==> config.mk <==
export PLATFORM = sky130hd
export DESIGN_NAME = fetch_controller
export DESIGN_NICKNAME = d
export VERILOG_FILES = /design/src/rtl/fetch_pkg.sv /design/src/rtl/fetch_buffer.sv /design/src/rtl/fetch_controller.sv
export SDC_FILE = /design/constraint.sdc
export NUM_CORES = 1
export LEC_CHECK = 0
export CELL_PAD_IN_SITES_DETAIL_PLACEMENT = 1
export CELL_PAD_IN_SITES_GLOBAL_PLACEMENT = 2
export CORE_ASPECT_RATIO = 1.1
export CORE_UTILIZATION = 33
export CTS_CLUSTER_SIZE = 8
export DETAILED_ROUTE_END_ITERATION = 10
export PLACE_DENSITY = 0.8
export SYNTH_ARGS = -nofsm -noshare
export SYNTH_HDL_FRONTEND = slang
export SYNTH_SLANG_ARGS = --single-unit
==> constraint.sdc <==
create_clock -name clk -period 5 [get_ports clk]
set_input_delay 1 -clock clk [delete_from_list [all_inputs] [get_ports clk]]
set_output_delay 1 -clock clk [all_outputs]
set_load 0.02 [all_outputs]
==> src/rtl/fetch_pkg.sv <==
// Shared types and constants for the instruction-fetch sequencer.
// Optional feature macro: FETCH_MISALIGN_CHECK_EN (see fetch_controller).
package fetch_pkg;

  localparam int INSTR_W     = 32;
  localparam int ADDR_W      = 64;
  localparam int FETCH_DEPTH = 2;

  // Sequencer states; FS_FAULT is only reachable with FETCH_MISALIGN_CHECK_EN.
  typedef enum logic [1:0] {
    FS_RUN   = 2'd0,
    FS_END   = 2'd1,
    FS_FAULT = 2'd2
  } fetch_state_e;

  // One buffered fetch: instruction word plus the byte address it came from.
  typedef struct packed {
    logic [INSTR_W-1:0] instr;
    logic [ADDR_W-1:0]  pc;
  } fetch_entry_t;

endpackage

==> src/rtl/fetch_buffer.sv <==
// Two-entry synchronous FIFO holding fetched words for decode.
// Flush has priority over push and pop. Push while full is accepted
// only when a pop happens in the same cycle (order is preserved).
module fetch_buffer
  import fetch_pkg::*;
(
  input  logic         clk,
  input  logic         reset,
  input  logic         push,
  input  logic         pop,
  input  logic         flush,
  input  fetch_entry_t wr_entry,
  output fetch_entry_t head,
  output logic [1:0]   count
);

  fetch_entry_t mem [FETCH_DEPTH];
  logic         rd_ptr;
  logic         wr_ptr;
  logic         pop_ok;
  logic         push_ok;

  assign pop_ok  = pop && (count != 2'd0);
  assign push_ok = push && ((count < 2'(FETCH_DEPTH)) || pop_ok);

  // Head is forced to zero when empty so out_* read zero with out_valid low.
  always_comb begin
    head = '0;
    if (count != 2'd0) head = mem[rd_ptr];
  end

  // Storage, pointers and occupancy; flush empties without touching storage.
  always_ff @(posedge clk or negedge reset) begin
    if (!reset) begin
      for (int i = 0; i < FETCH_DEPTH; i++) mem[i] <= '0;
      rd_ptr <= 1'b0;
      wr_ptr <= 1'b0;
      count  <= 2'd0;
    end else if (flush) begin
      rd_ptr <= 1'b0;
      wr_ptr <= 1'b0;
      count  <= 2'd0;
    end else begin
      if (push_ok) begin
        mem[wr_ptr] <= wr_entry;
        wr_ptr      <= ~wr_ptr;
      end
      if (pop_ok) rd_ptr <= ~rd_ptr;
      count <= count + {1'b0, push_ok} - {1'b0, pop_ok};
    end
  end

endmodule

==> src/rtl/fetch_controller.sv <==
// Instruction-fetch sequencer: owns the PC, reads the combinational
// instruction memory, buffers words in fetch_buffer and hands them to decode.
// Optional feature macro: FETCH_MISALIGN_CHECK_EN -- misaligned redirects
// trap into a sticky FAULT state instead of being silently aligned.
//
// Handshake: out_valid/out_ready follow strict valid/ready semantics. A word
// transfers on a rising edge where both are high; while out_valid is high and
// out_ready is low, out_instr/out_pc hold steady. out_valid never depends on
// out_ready. A redirect discards the buffer, including any same-cycle transfer.
module fetch_controller
  import fetch_pkg::*;
#(
  parameter int unsigned       MEM_BYTES = 16,
  parameter logic [ADDR_W-1:0] RESET_PC  = '0
) (
  input  logic               clk,
  input  logic               reset,
  output logic [ADDR_W-1:0]  imem_addr,
  input  logic [INSTR_W-1:0] imem_instr,
  input  logic               redirect_valid,
  input  logic [ADDR_W-1:0]  redirect_pc,
  output logic               out_valid,
  input  logic               out_ready,
  output logic [INSTR_W-1:0] out_instr,
  output logic [ADDR_W-1:0]  out_pc,
  output logic               done,
  output logic               fetch_fault,
  output logic [1:0]         state_dbg
);

  localparam logic [1:0] ST_RUN   = 2'd0;
  localparam logic [1:0] ST_END   = 2'd1;
`ifdef FETCH_MISALIGN_CHECK_EN
  localparam logic [1:0] ST_FAULT = 2'd2;
`endif

  // 65-bit comparisons so the PC+4/PC+8 checks never wrap.
  localparam logic [ADDR_W:0] MEM_LIMIT = (ADDR_W+1)'(MEM_BYTES);

  logic [ADDR_W-1:0] pc;
  logic [1:0]        state;
  logic [ADDR_W:0]   pc_next4;
  logic [ADDR_W:0]   pc_next8;
  logic              fits_now;
  logic              pop;
  logic              push;
  logic [ADDR_W-1:0] redirect_tgt;
  logic              misaligned;
  logic [1:0]        count;
  fetch_entry_t      wr_entry;
  fetch_entry_t      head;

  assign pc_next4 = {1'b0, pc} + (ADDR_W+1)'(4);
  assign pc_next8 = {1'b0, pc} + (ADDR_W+1)'(8);
  assign fits_now = (pc_next4 <= MEM_LIMIT);

  assign pop  = out_valid && out_ready;
  assign push = (state == ST_RUN) && !redirect_valid && fits_now &&
                ((count < 2'(FETCH_DEPTH)) || pop);

`ifdef FETCH_MISALIGN_CHECK_EN
  assign redirect_tgt = redirect_pc;
  assign misaligned   = |redirect_pc[1:0];
`else
  logic unused_low_bits;
  assign unused_low_bits = ^redirect_pc[1:0];
  assign redirect_tgt    = {redirect_pc[ADDR_W-1:2], 2'b00};
  assign misaligned      = 1'b0;
`endif

  assign wr_entry.instr = imem_instr;
  assign wr_entry.pc    = pc;

  fetch_buffer u_buffer (
    .clk      (clk),
    .reset    (reset),
    .push     (push),
    .pop      (pop),
    .flush    (redirect_valid),
    .wr_entry (wr_entry),
    .head     (head),
    .count    (count)
  );

  assign imem_addr = pc;
  assign out_valid = (count != 2'd0);
  assign out_instr = head.instr;
  assign out_pc    = head.pc;
  assign done      = (state == ST_END) && (count == 2'd0);
  assign state_dbg = state;

  // PC and state: redirect wins, otherwise RUN pushes until the image ends.
  always_ff @(posedge clk or negedge reset) begin
    if (!reset) begin
      pc    <= RESET_PC;
      state <= ST_RUN;
    end else if (redirect_valid) begin
      pc <= redirect_tgt;
`ifdef FETCH_MISALIGN_CHECK_EN
      state <= misaligned ? ST_FAULT : ST_RUN;
`else
      state <= ST_RUN;
`endif
    end else if (state == ST_RUN) begin
      if (!fits_now) begin
        state <= ST_END;
      end else if (push) begin
        pc <= pc_next4[ADDR_W-1:0];
        if (pc_next8 > MEM_LIMIT) state <= ST_END;
      end
    end
  end

`ifdef FETCH_MISALIGN_CHECK_EN
  // Sticky fault flag: set by a misaligned redirect, cleared by an aligned one.
  always_ff @(posedge clk or negedge reset) begin
    if (!reset) fetch_fault <= 1'b0;
    else if (redirect_valid) fetch_fault <= misaligned;
  end
`else
  assign fetch_fault = 1'b0;
`endif

endmodule

; Yosys cells after proc, flatten, opt, wreduce, memory -nomap -nowiden
; Cells that the tools add are included.
[word_totals]
input_bits = 100
out_inout_bits = 165
regBits = 262
wordCells = 70
[op_classes]
reduce_logical = 22
addsub = 4
n_eq_ne = 3
n_bitwise = 5
magnitude_cmp = 6
mux = 21
[ops]
columns = op, count
row1 = $mux 96, 5
row2 = $mux 64, 4
row3 = $bwmux 192, 1
row4 = $demux 96 s1, 1
row5 = $add 64x3->65 const B, 1
row6 = $add 64x4->65 const B, 1
row7 = $gt 65x5->1 const B, 1
row8 = $le 65x5->1 const B, 1
row9 = $mux 2, 6
row10 = $reduce_bool 2->1, 6
row11 = $logic_and 1x1->1, 8
row12 = $ne 3x2->1 const B, 2
row13 = $reduce_and 3->1, 2
row14 = $ge 2x2->1 const B, 2
row15 = $logic_not 2->1, 2
row16 = $mux 1, 4
row17 = $not 1->2, 2
row18 = $not 1->1, 3
row19 = $add 2x1->2, 1
row20 = $eq 2x1->1 const B, 1
row21 = $logic_or 1x1->1, 2
row22 = $lt 2x1->1 const B, 1
row23 = $lt 2x2->1 const B, 1
row24 = $reduce_and 2->1, 1
row25 = other kinds (2), 2

; Depth between registers and ports, before layout
[logic_depth]
ltp_word = 8
depth_mapped = 15
depth_no_buf = 13

; Cells and area by module
; A second synthesis with hierarchy kept.
[hier_totals]
hier_cells = 1339
hier_area_um2 = 14413.8
[by_module_without_submodules]
columns = module, instances, cells_per_inst, seq_area_each_um2, area_per_inst_um2
row1 = fetch_buffer, 1, 642, 4904.7, 8752.1
row2 = fetch_controller, 1, 697, 1576.5, 5661.7

; Least setup slack after synthesis
; Ideal clock, no wire load.
[synth_timing]
kind = register to register
start = register pc[3] (netlist: imem_addr[3])
end = register u_buffer.mem[183] (netlist bit)
arrival_time_ps = 4275
synth_period_minus_slack_ps = 4400
stages_incl_launch_ff = 14
required_time_ps = 4875
setup_time_ps = 125
path_slack_ps = 600
n_path_buf = 3
cell_sequence = dfrtp_1 -> ha_1 -> clkbuf_1 -> nand2_1 -> nor4_1 -> nand4_1 -> xor2_1 -> o21ai_0 -> or4_1 -> or4_1 -> buf_2 -> nor3_4 -> buf_6 -> mux2_2
[synth_between]
elab_chain_cells = 6
[synth_lines]
columns = element, line_no
row1 = "start, declared", fetch_controller.sv:40  ; logic [ADDR_W-1:0] pc;
row2 = "start signal, assigned", fetch_controller.sv:98  ; pc <= redirect_tgt;
row3 = "start signal, assigned", fetch_controller.sv:108  ; pc <= pc_next4[ADDR_W-1:0];
row4 = $add 64x3->65, fetch_controller.sv:53  ; assign pc_next4 = {1'b0, pc} + (ADDR_W+1)'(4);
row5 = $le 65x5->1, fetch_controller.sv:55  ; assign fits_now = (pc_next4 <= MEM_LIMIT);
row6 = $logic_and 1x1->1 (2 in series), fetch_controller.sv:58  ; assign push = (state == ST_RUN) && !redirect_valid && fits_now &&
row7 = $logic_and 1x1->1, fetch_buffer.sv:24  ; assign push_ok = push && ((count < 2'(FETCH_DEPTH)) || pop_ok);
row8 = $reduce_and 2->1 (no line), -
row9 = "end signal, assigned by index", fetch_buffer.sv:45  ; mem[wr_ptr] <= wr_entry;
row10 = "end, declared", fetch_buffer.sv:17  ; fetch_entry_t mem [FETCH_DEPTH];
; Every way passes these cells.
; A chain may end at the register's enable or synchronous reset.

; Worst setup path after layout
[layout_timing]
start = register pc[9] (netlist: imem_addr[9])
end = register u_buffer.mem[64] (netlist bit)
; The elaborated chain is that of the path after synthesis.

==> flow_summary.ini <==
[run_status]
status = complete, no violations

[sta]
tightest_slew_ns = 1.424
setup_viol = 0
maxSlewViolCount = 0
fin_tns_setup_ns = 0
skew_ns = 0.02058
post-route-min-period_ns = 4.814
finalHoldViolCount = 0
rsz0062_at_grt = no
timing.fmax_ghz = 0.2077
min_period_over_period_pct = 96.29
slew_headroom_pct = 4.207

[die]
core_area_um2 = 40460
die-area_um2 = 42210
die_height_um = 215.4
fp.dieW_um = 196.0
fp-row-count = 77
ios = 265
start_util_pct = 33.76

[setup_path]
worstReg2RegEnd = u_buffer.mem[64]
rr_worst_depth = 10
arrival_ns = 5.23
r2r_start = imem_addr[9]
worstPathMaxFanout = 30
endpoint_kind = flip-flop
critPathKind = reg2reg
worstPathRequired_ns = 5.42
critPathLaunchType = flip-flop
crit_path_start = imem_addr[9]
rrSetupSlack_ns = 0.19

[cts]
htreeDepth = 2
hold_buffers = 0
ctsResizeCount = 0
cts_setup_buffers = 0
clock_sinks = 255
cts_buffers = 38
cts_tree = done
clkSlewWorstSetupHoldPaths_ns = 0.05
cts-root-buf = clkbuf_16
clockBufferDepth = 3
insertion_delay_ns = 0.55

[global_route]
antenna_found_initial = 2
grt_max_degree = 108
grt_pass1_vias = 12320
grt_pass1_wl_um = 72660
overflow = 0
track_usage_pct = 22.25

[synthesis]
ys_seq_elements = 255
ys_seq_area_share_pct = 46.72
syn_area_um2 = 13660
yosysWarnings = 0
synth_edf_count = 0
synth_top_flop_cell = dfrtp_1
ys_async_sr_fraction_pct = 100.0
synthCells = 1335
avgSynthCellArea_um2 = 10.23
synth_cell_types = 65

[pwr]
p_leak_uw = 0.007410
p_sw_uw = 1562
ir_drop_uv = 173.6
swShare_pct = 28.23
power_frac_clock_pct = 42.6
p_int_uw = 3971
seqPwrFrac_pct = 40.2
p_comb_share_pct = 17.2
power_density_nw_per_um2 = 303.0
report.power.total_uw = 5533

[cells_and_area]
num-nets-final = 1729
final_cell_count_no_fill = 2145
area_delta_synth_final_pct = 33.71
layout-drive-gt1-share_pct = 15.97
utilization_pct = 45.14
final.fill_count = 4411

[placement]
place_inst = 2096
gp_congestion = 0.9520
portBuffers = 256
place_hpwl_um = 33670

[hold_path]
hp-class = reg2reg
min_from = u_buffer.mem[109]
holdPathEnd = u_buffer.mem[109]
hold-path-cell-count = 1

[detailed_routing]
wl_um = 46100
post_drt_wl_per_cell_um = 21.49
post-route-drc-count = 0
vias = 11400
vias_per_cell = 5.315
drt_iter0_markers = 558
dr.pass1.iters = 4
ant_nets = 0

[run]
cap_violations = 0
## flip-flops by register name (all words and copies together), names as in the netlist
name,cells
state_dbg,1
imem_addr,62
u_buffer.wr_ptr,1
u_buffer.mem,188
u_buffer.rd_ptr,1
u_buffer.count,2
## power groups by stage
stage,registers (µW),logic [µW],clock network [µW]
after floorplan,2260,485,0
after global placement,2260,956,0
after detailed placement,2260,963,0
after CTS,2220,969,2450
after global routing,2230,1030,2520
final,2220,953,2360
## layout by cell type (no fill, tap or decap), types with 5 or more instances in the layout
master | Yosys | routed
and3_1 | 8 | 8
xor2_1 | 26 | 26
clkdlybuf4s50_1 | 0 | 254
clkbuf_16 | 0 | 39
or4_1 | 14 | 14
nand4_1 | 53 | 53
a211oi_1 | 11 | 11
o31ai_1 | 5 | 5
inv_1 | 19 | 19
nor4_1 | 42 | 41
mux2_2 | 92 | 92
and2_1 | 65 | 65
o2111ai_1 | 6 | 6
nor3_1 | 32 | 32
o21ai_0 | 27 | 27
o21a_1 | 7 | 7
mux2i_1 | 99 | 99
conb_1 | 1 | 6
xnor2_1 | 22 | 22
a21oi_1 | 9 | 9
nor2_1 | 152 | 151
nor2b_1 | 61 | 61
dfrtp_1 | 255 | 254
nand2_1 | 57 | 57
or3_1 | 11 | 11
nand3_1 | 38 | 37
buf_12 | 0 | 7
buf_4 | 11 | 92
or2_2 | 6 | 6
a31oi_1 | 11 | 11
ha_1 | 6 | 6
mux2_1 | 30 | 30
## stage by stage
step	hold slack, ns	setup WS [ns]	area, µm²
5_1_grt	0.4939	0.008910	18260
6_report	0.4770	0.1855	18260
2_1_floorplan	0.4528	0.6002	13680
3_5_place_dp	0.4701	0.2499	17200
3_3_place_gp	0.4663	0.3043	17200
4_1_cts	0.4853	0.2387	18250
## area by class of cell
type / instances / area, µm² / area share [%]
well taps: 513 / 641.9 / 3.514
clock buffers: 41 / 993.5 / 5.439
diodes: 4 / 10.01 / 0.05481
multi-input cells: 955 / 6710 / 36.74
flip-flops and latches: 255 / 6385 / 34.96
clock inverters: 4 / 63.81 / 0.3494
repair buffers: 354 / 3388 / 18.55
inverters: 19 / 71.32 / 0.3905
## cell families after synthesis
family	share of synthesized area [%]
multiplexers	17.31
other	0.02745
buffers and inverters	4.433
AO/OA/AOI/OAI	5.395
adder cells (fa/ha/maj)	0.5496
XOR/XNOR	3.078
AND/OR/NAND/NOR	22.49
flip-flops	46.72
## cells in the mapped netlist, types with 4 or more instances
library cell  number  share of area (%)
nor4b_1            4               0.26
inv_1             19               0.52
o2111ai_1          6               0.38
a21oi_1            9               0.33
mux2i_1           99                7.3
a211oi_1          11               0.60
and3_1             8               0.37
nand2_1           57                1.6
nor4_1            42                1.9
nand2b_1           4               0.18
nor2_1           152                4.2
mux2_1            30                2.5
and4_1             4               0.26
buf_1             14               0.38
or4_1             14               0.77
dfrtp_1          255                 47
or3_1             11               0.50
buf_6              4               0.33
buf_2             37                1.4
o21ai_0           27               0.99
clkbuf_1          45                1.2
o31ai_1            5               0.27
nor3_1            32                1.2
xnor2_1           22                1.4
mux2_2            92                7.6
and2_1            65                3.0
buf_4             11               0.60
xor2_1            26                1.7
or2_2              6               0.27
o21a_1             7               0.38
o31a_1             4               0.26
a311oi_1           4               0.26
nor2b_1           61                2.8
ha_1               6               0.55
nand3_1           38                1.4
a31oi_1           11               0.50
nand4_1           53                2.4
## critical path, cell delays in order, from the launching register on
cell	delay, ns
dfrtp_1	0.47
nand2_1	0.20
nor4_1	1.17
nand4_1	0.22
xor2_1	0.33
o21ai_0	0.16
or4_1	0.52
or4_1	0.70
nor3_4	0.29
buf_12	0.24
mux2_2	0.36
## how the worst max path moves through the flow
stage,to,depth (start not counted)
floorplan,u_buffer.mem[183],13
global placement,u_buffer.mem[66],10
detailed placement,u_buffer.mem[89],10
CTS,u_buffer.mem[89],10
global route,u_buffer.mem[89],10
finish,u_buffer.mem[64],10
## routing by layer
metal	vias up	track usage (%)	part of all wire (%)
li1	5283	-	-
met1	5771	27.34	42
met2	259	38.35	50
met3	88	3.579	3.8
met4	0	9.818	3.8
met5	-	0	0
(Power assumes the default switching activity.)
